## config.mk

```make
export PLATFORM = sky130hd
export DESIGN_NAME = inst_fetch_unit
export DESIGN_NICKNAME = d
export VERILOG_FILES = /design/src/rtl/fetch_pkg.sv /design/src/rtl/fetch_buf.sv /design/src/rtl/inst_fetch_unit.sv
export SDC_FILE = /design/constraint.sdc
export NUM_CORES = 1
export LEC_CHECK = 0
export BUFFER_PORTS_ARGS = -buffer_cell sky130_fd_sc_hd__buf_2
export CAP_MARGIN = 20
export CORE_UTILIZATION = 49
export DETAILED_ROUTE_END_ITERATION = 10
export PLACE_DENSITY = 0.74
export SLEW_MARGIN = 20
export SYNTH_ARGS = -nofsm -noshare
export SYNTH_HDL_FRONTEND = slang
export SYNTH_SLANG_ARGS = --single-unit
```

## constraint.sdc

```tcl
create_clock -name CLK -period 5.1 [get_ports CLK]
set_input_delay 0.255 -clock CLK [delete_from_list [all_inputs] [get_ports CLK]]
set_output_delay 0.255 -clock CLK [all_outputs]
set_load 0.005 [all_outputs]
```

## src/rtl/fetch_pkg.sv

```systemverilog
// Shared types and constants for the instruction fetch stage.
package fetch_pkg;

  localparam int unsigned ADDR_W_DEF = 64;
  localparam int unsigned INST_W_DEF = 32;
  localparam int unsigned PC_INCR    = 4;

  typedef enum logic [1:0] {
    BOOT    = 2'd0,
    FETCH   = 2'd1,
    DISCARD = 2'd2
  } fetch_state_t;

  typedef struct packed {
    logic [ADDR_W_DEF-1:0] pc;
    logic [INST_W_DEF-1:0] inst;
  } fetch_entry_t;

  // Force a PC onto a word boundary.
  function automatic logic [ADDR_W_DEF-1:0] align_pc(input logic [ADDR_W_DEF-1:0] pc);
    return {pc[ADDR_W_DEF-1:2], 2'b00};
  endfunction

endpackage

```

## src/rtl/fetch_buf.sv

```systemverilog
// Shift-register FIFO of fetched {pc, inst} pairs; entry 0 is the registered head.
module fetch_buf
  import fetch_pkg::*;
#(
  parameter int unsigned DEPTH = 2,
  parameter int unsigned CNT_W = $clog2(DEPTH + 1)
) (
  input  logic             clk_i,
  input  logic             rst_ni,
  input  logic             push_i,
  input  fetch_entry_t     push_data_i,
  input  logic             pop_i,
  input  logic             flush_i,
  output fetch_entry_t     head_o,
  output logic             valid_o,
  output logic [CNT_W-1:0] count_o
);

  fetch_entry_t     entries_q [DEPTH];
  fetch_entry_t     entries_d [DEPTH];
  logic [CNT_W-1:0] count_q;
  logic [CNT_W-1:0] count_d;

  // Pop shifts everything toward the head, then a push lands in the first free slot.
  always_comb begin
    entries_d = entries_q;
    count_d   = count_q;
    if (flush_i) begin
      count_d = '0;
    end else begin
      if (pop_i && (count_q != '0)) begin
        for (int unsigned i = 0; i < DEPTH - 1; i++) begin
          entries_d[i] = entries_q[i+1];
        end
        count_d = count_q - CNT_W'(1);
      end
      if (push_i && (count_d != CNT_W'(DEPTH))) begin
        for (int unsigned i = 0; i < DEPTH; i++) begin
          if (CNT_W'(i) == count_d) begin
            entries_d[i] = push_data_i;
          end
        end
        count_d = count_d + CNT_W'(1);
      end
    end
  end

  always_ff @(posedge clk_i or negedge rst_ni) begin
    if (!rst_ni) begin
      count_q <= '0;
      for (int unsigned i = 0; i < DEPTH; i++) begin
        entries_q[i] <= '0;
      end
    end else begin
      count_q   <= count_d;
      entries_q <= entries_d;
    end
  end

  assign head_o  = entries_q[0];
  assign valid_o = (count_q != '0);
  assign count_o = count_q;

endmodule

```

## src/rtl/inst_fetch_unit.sv

```systemverilog
// Fetch stage: owns the fetch PC, talks req/ack to instruction memory, buffers results.
// Optional FETCH_PERF_CNT_EN adds saturating stall/redirect counters.
module inst_fetch_unit
  import fetch_pkg::*;
#(
  parameter int unsigned ADDR_W    = ADDR_W_DEF,
  parameter int unsigned INST_W    = INST_W_DEF,
  parameter int unsigned BUF_DEPTH = 2
) (
  input  logic              CLK,
  input  logic              resetl,
  input  logic [ADDR_W-1:0] startpc,
  output logic              imem_req,
  output logic [ADDR_W-1:0] imem_addr,
  input  logic              imem_ack,
  input  logic [INST_W-1:0] imem_rdata,
  input  logic              branch_valid,
  input  logic [ADDR_W-1:0] branch_target,
  output logic              inst_valid,
  input  logic              inst_ready,
  output logic [INST_W-1:0] inst_out,
  output logic [ADDR_W-1:0] inst_pc,
  output logic [ADDR_W-1:0] currentpc,
  output logic [31:0]       perf_stall_cnt,
  output logic [31:0]       perf_flush_cnt
);

  localparam int unsigned BUF_CNT_W = $clog2(BUF_DEPTH + 1);

  fetch_state_t         state_q;
  logic [ADDR_W-1:0]    fetch_pc_q;
  logic [ADDR_W-1:0]    target_q;

  logic [BUF_CNT_W-1:0] buf_count;
  logic                 buf_valid;
  fetch_entry_t         buf_head;
  fetch_entry_t         push_entry;

  logic                 req_c;
  logic                 ack_c;
  logic                 push_c;
  logic                 flush_c;
  logic                 pop_c;
  logic [ADDR_W-1:0]    target_c;
  logic [ADDR_W-1:0]    pc_next_c;

  assign target_c  = {branch_target[ADDR_W-1:2], 2'b00};
  assign pc_next_c = fetch_pc_q + ADDR_W'(PC_INCR);

  // Request decode uses only registered state so a held request never changes mid-cycle.
  always_comb begin
    req_c   = 1'b0;
    push_c  = 1'b0;
    flush_c = 1'b0;
    case (state_q)
      FETCH: begin
        req_c   = (buf_count != BUF_CNT_W'(BUF_DEPTH));
        flush_c = branch_valid;
        push_c  = req_c && imem_ack && !branch_valid;
      end
      DISCARD: begin
        req_c   = 1'b1;
        flush_c = 1'b1;
      end
      default: begin
        req_c = 1'b0;
      end
    endcase
    ack_c = req_c && imem_ack;
  end

  assign pop_c      = buf_valid && inst_ready;
  assign push_entry = '{pc: ADDR_W_DEF'(fetch_pc_q), inst: INST_W_DEF'(imem_rdata)};

  // A redirect that meets an unacked request must wait out that request in DISCARD.
  always_ff @(posedge CLK or negedge resetl) begin
    if (!resetl) begin
      state_q    <= BOOT;
      fetch_pc_q <= '0;
      target_q   <= '0;
    end else begin
      case (state_q)
        BOOT: begin
          fetch_pc_q <= {startpc[ADDR_W-1:2], 2'b00};
          state_q    <= FETCH;
        end
        FETCH: begin
          if (branch_valid) begin
            if (req_c && !imem_ack) begin
              target_q <= target_c;
              state_q  <= DISCARD;
            end else begin
              fetch_pc_q <= target_c;
            end
          end else if (ack_c) begin
            fetch_pc_q <= pc_next_c;
          end
        end
        DISCARD: begin
          if (imem_ack) begin
            fetch_pc_q <= branch_valid ? target_c : target_q;
            state_q    <= FETCH;
          end else if (branch_valid) begin
            target_q <= target_c;
          end
        end
        default: begin
          state_q <= BOOT;
        end
      endcase
    end
  end

  fetch_buf #(
    .DEPTH (BUF_DEPTH),
    .CNT_W (BUF_CNT_W)
  ) u_buf (
    .clk_i       (CLK),
    .rst_ni      (resetl),
    .push_i      (push_c),
    .push_data_i (push_entry),
    .pop_i       (pop_c),
    .flush_i     (flush_c),
    .head_o      (buf_head),
    .valid_o     (buf_valid),
    .count_o     (buf_count)
  );

  assign imem_req   = req_c;
  assign imem_addr  = fetch_pc_q;
  assign inst_valid = buf_valid;
  assign inst_out   = INST_W'(buf_head.inst);
  assign inst_pc    = ADDR_W'(buf_head.pc);
  assign currentpc  = buf_valid ? ADDR_W'(buf_head.pc) : fetch_pc_q;

`ifdef FETCH_PERF_CNT_EN
  logic [31:0] stall_cnt_q;
  logic [31:0] flush_cnt_q;

  // Redirects are counted wherever they are honoured, i.e. outside BOOT.
  always_ff @(posedge CLK or negedge resetl) begin
    if (!resetl) begin
      stall_cnt_q <= '0;
      flush_cnt_q <= '0;
    end else begin
      if (req_c && !imem_ack && (stall_cnt_q != '1)) begin
        stall_cnt_q <= stall_cnt_q + 32'd1;
      end
      if (branch_valid && (state_q != BOOT) && (flush_cnt_q != '1)) begin
        flush_cnt_q <= flush_cnt_q + 32'd1;
      end
    end
  end

  assign perf_stall_cnt = stall_cnt_q;
  assign perf_flush_cnt = flush_cnt_q;
`else
  assign perf_stall_cnt = '0;
  assign perf_flush_cnt = '0;
`endif

endmodule

```

### Yosys cells after proc, flatten, opt, wreduce, memory -nomap -nowiden

Index checks and enable logic that the tools add are counted.

| word-level totals | value |
|---|---|
| bits in registers | 324 |
| input port bits | 165 |

| cells by class | value |
|---|---|
| add/subtract/negate cells | 3 |
| eq/ne operators | 11 |
| muxes and demuxes | 26 |
| bitwise operators | 1 |
| reductions and logical operators | 18 |

Operators by type and width:

| cell | count |
|---|---|
| $mux W64 | 9 |
| $mux W96 | 3 |
| $mux W192 | 1 |
| $pmux W64 S3 | 1 |
| $pmux W64 S2 | 1 |
| $add A64 B3 Y64 const B | 1 |
| $mux W2 | 7 |
| $ne A2 B2 Y1 const B | 6 |
| $reduce_and A4 Y1 | 2 |
| $logic_and A1 B1 Y1 | 7 |
| $ne A3 B3 Y1 const B | 2 |
| $pmux W2 S3 | 1 |
| $reduce_and A3 Y1 | 2 |
| $logic_not A2 Y1 | 2 |
| $pmux W1 S2 | 2 |
| $reduce_bool A2 Y1 | 2 |
| $reduce_bool A3 Y1 | 1 |
| $add A2 B1 Y2 const B | 1 |
| $eq A1 B2 Y1 const A | 1 |
| $eq A2 B1 Y1 const B | 1 |
| $eq A2 B2 Y1 const B | 1 |
| $logic_not A1 Y1 | 2 |
| $sub A2 B1 Y2 const B | 1 |
| $mux W1 | 1 |
| $not A1 Y1 | 1 |

### Longest topological paths before layout

| logic depth | value |
|---|---|
| word-level depth | 9 |
| mapped depth | 14 |
| depth with buffers taken out | 12 |

### Cells and area by module

A second synthesis with hierarchy kept.

| unflattened totals | value |
|---|---|
| cells, all modules | 1,706 |
| area, all modules | 18,104.9 µm² |

By module, submodules not included:

| module | instances | cells each | area each (µm²) | seq. area each (µm²) |
|---|---|---|---|---|
| inst_fetch_unit | 1 | 1,059 | 9,278.9 | 3,253.1 |
| fetch_buf | 1 | 647 | 8,826.0 | 4,854.7 |

### Worst setup path before layout

OpenSTA, ideal clock, no wires.

| timing | value |
|---|---|
| path type | flip-flop to flip-flop |
| from | register u_buf.count_q[0] (netlist: u_buf.count_o[0]) |
| to | register u_buf.entries_q (netlist bit u_buf.head_o[0]) |
| arrival time | 2.507 ns |
| required time | 5.023 ns |
| setup slack | 2.515 ns |
| cell stages (with the launch flop) | 15 |
| cells stage by stage | dfrtp_1 -> inv_1 -> ha_1 -> nand2b_1 -> nor2_1 -> a21oi_1 -> inv_1 -> ha_1 -> nor2_1 -> nand4_1 -> a21oi_1 -> buf_2 -> buf_2 -> nor2_1 -> a21oi_1 |

| on the way | value |
|---|---|
| word-level cells in the longest chain between the ends | 8 |
| elaborated cells on any way between the ends | 16 |
| classes of those cells | 1 x add/sub; 2 x eq/ne; 6 x mux; 7 x reduce/logical |

RTL lines:

| element | RTL line | RTL |
|---|---|---|
| start: declaration | fetch_buf.sv:21 | `logic [CNT_W-1:0] count_q;` |
| start signal: assignment | fetch_buf.sv:55 | `count_q <= count_d;` |
| parallel branches: the longest is 7 deep, another holds $sub A2 B1 Y2 | n/a |  |
| $mux W192 * | fetch_buf.sv:37 | `if (push_i && (count_d != CNT_W'(DEPTH))) begin` |
| end signal: assignment | fetch_buf.sv:56 | `entries_q <= entries_d;` |
| end: declaration | fetch_buf.sv:19 | `fetch_entry_t entries_q [DEPTH];` |

Every way passes the cells marked *. The select of a mux whose other input is x is not followed.
A chain may end at the register's enable or synchronous reset.

### Worst setup path after layout

| timing | value |
|---|---|
| from | register state_q[1] |
| to | register u_buf.entries_q[85] (netlist bit) |

| on the way | value |
|---|---|
| word-level cells in the longest chain between the ends | 4 |
| elaborated cells on any way between the ends | 7 |
| classes of those cells | 2 x eq/ne; 2 x mux; 1 x bitwise; 2 x reduce/logical |

RTL lines:

| element | RTL line | RTL |
|---|---|---|
| start: declaration | inst_fetch_unit.sv:30 | `fetch_state_t state_q;` |
| start signal: assignment | inst_fetch_unit.sv:78 | `state_q <= BOOT;` |
| start signal: assignment | inst_fetch_unit.sv:85 | `state_q <= FETCH;` |
| start signal: assignment | inst_fetch_unit.sv:91 | `state_q <= DISCARD;` |
| $eq A2 B2 Y1 or $eq A2 B1 Y1 (tied branches) | inst_fetch_unit.sv:55 | `case (state_q)` |
| $pmux W1 S2 or $mux W1 (tied branches) | inst_fetch_unit.sv:55 |  |
| $not A1 Y1 (no source line) or $logic_and A1 B1 Y1 (tied branches) | n/a |  |
| $reduce_and A3 Y1 (no source line) * | n/a |  |

Mark *: on every way between the ends. The rest lies on a longest branch, timed or not.

==> flow_summary.ini <==
[clocking]
cts_resized = 0
clk_pin_slew_worst_paths_ps = 60
holdBufCountCts = 100
htreeDepth = 2
clock-sinks = 324
cts-root-buf = clkbuf_16
cts_tree = built
clk_path_buf_depth = 3
clock_latency_ps = 550
post_cts_buffers = 0
cts_buffers = 37

[yosys]
avgSynthCellArea_um2 = 9.83
yosysTopAreaCellShare_pct = 44.5
synth-edff-count = 0
synth_top_area_cell = dfrtp_1
yosysWarningCount = 0
ys_ff_latch = 324
synth_cells = 1852
synth_ff_type = dfrtp_1
synth_cell_type_count = 67
yosys-top-cells-count = dfrtp_1 (324), mux2_2 (223), nor2_1 (213), buf_4 (165), a21oi_1 (117)
synth_area_um2 = 18200
synth_area_leaders = dfrtp_1 (45%), mux2_2 (14%), buf_4 (6.8%)
yosysSeqAreaShare_pct = 44.5
synth-async-reset-ratio_pct = 100
yosysMostFrequentCell = dfrtp_1

[global_route]
grt_pass1_wl_um = 89900
grt_max_degree = 113
gr-total-overflow = 0
grt_pass1_vias = 15600
track_usage_pct = 30.1
antenna_found_initial = 10

[finish]
layout-drive-gt1-share_pct = 33.4
areaGrowthSynthToFinish_pct = 18.4
n_fill_cell = 3059
design_area_um2 = 21600
final-instance-count-excl-fill = 2642
nets = 2310

[floorplanning]
coreArea_um2 = 36600
initial_core_util_pct = 49.7
fp.dieW_um = 195
die_h_um = 195
dieArea_um2 = 37900
rows = 70
io_pins = 455

[routing]
via_per_inst = 6.13
avgRoutedWirePerCell_um = 21.9
first_pass_iters = 6
drt_iter0_drc = 1262
ant_nets = 0
drc = 0
drt_wl_total_um = 57800
vias = 16200
wl_met1_um = 23600
top_layer = met5
wl_met3_um = 4850
wl_met2_um = 27800

[critical_path]
cp-end-kind = flop
reg2reg_from = state_q[1]
start_kind = flop
crit_path_start = state_q[1]
r2r_slack_ps = 1450
critPathKind = reg2reg
worstPathRequired_ps = 5510
arrival_ps = 4060
r2r_cells = 8
worstPathMaxFanout = 45
timing.rr.end = u_buf.entries_q[85]

[place]
port_buffers = 386
hpwl_um = 37900
dp_cells = 2464
placed_area_um2 = 19400
gp_congestion = 0.946

[power_and_ir_drop]
ir_drop_uv = 342
fin_total_pwr_mw = 15.0
power.leakage_nw = 9.64
powerDensity_nw_per_um2 = 698

[sta]
finalHoldViolCount = 0
whs_ps = 28.0
rsz0062_at_grt = no
max_freq_mhz = 274
slew_headroom_pct = 30.5
setup_violations = 0
min_period_ps = 3650
fin_skew_ps = 30.8
worst-slew-pin-transition_ps = 1030
drv_slew = 0
fin_setup_tns_ps = 0
fin_crit_sh_pct = 71.5

[hold_path]
min_path_type = in2reg
min_to = imem_addr[22]
hold_depth = 3
hold_start = startpc[22]

[run]
max_cap_viol_count = 0

[run_status]
status = complete, no violations
-- cells by family (layout without fill, tap and decap cells) --
logic type / Yosys count / after routing / share of synthesized area, %
xor+xnor: 6 / 6 / 0.289
compound gates: 466 / 466 / 16.9
mux: 226 / 226 / 14.0
simple gates: 462 / 462 / 12.3
other cells: 1 / 75 / 0.0206
flops: 324 / 324 / 44.5
fa+ha+maj: 10 / 10 / 0.687
buf+inv: 357 / 605 / 11.3
-- sequential cells by signal, summed over array words and instances (netlist names) --
register / flops
u_buf.entries_q: 96
u_buf.head_o: 96
target_q: 64
state_q: 2
u_buf.count_o: 2
imem_addr: 64
-- layout by cell type, fill, tap and decap left out, drive strengths merged, types with 64 or more instances in the layout --
cell type,instances
o21ai,67
dlygate4sd3,100
nor2,213
nand2,69
conb,64
a21oi,117
dfrtp,324
mux2,223
buf,412
o22ai,96
-- area by class of cell --
type	count	area [µm²]	area share [%]
Multi-Input combinational cell	1234	8380	38.9
Sequential cell	324	8110	37.6
Timing Repair Buffer	512	3190	14.8
Clock buffer	51	1050	4.86
Tap cell	468	586	2.72
Clock inverter	16	130	0.603
Inverter	26	97.6	0.453
Antenna cell	11	27.5	0.128
-- critical path, stage by stage, from the launching register on --
cell and delay (ps):
dfrtp_1 410, inv_1 90, ha_1 460, nor2b_1 740, nand3_1 290, nor2_1 250
nand2_4 390, buf_4 450, mux2_2 330
-- power by group --
group,switching (mW),internal (mW)
clock network,1.12,1.50
logic,3.86,3.29
registers,1.41,3.86
-- per-stage QoR --
step	util, %	setup slack (ps)
2_1_floorplan	-	2520
3_3_place_gp	52.8	1520
3_5_place_dp	52.9	1390
4_1_cts	58.8	1350
5_1_grt	58.9	1110
6_report	58.9	1450
-- how the worst max path moves through the flow --
stage / endpoint / slack, ps
final: u_buf.entries_q[85] / 1450
after global routing: u_buf.head_o[85] / 1110
after CTS: u_buf.head_o[58] / 1350
after detailed placement: u_buf.entries_q[62] / 1390
after global placement: u_buf.head_o[6] / 1520
after floorplan: u_buf.head_o[0] / 2520
-- per-layer routing --
layer / global-route usage [%] / vias to the layer above
met3: 5.64 / 105
met4: 11.0 / 4
met1: 40.7 / 8089
li1: - / 7147
met2: 48.3 / 843
met5: 0 / -
Note: power is estimated with default switching activity, not from simulation.
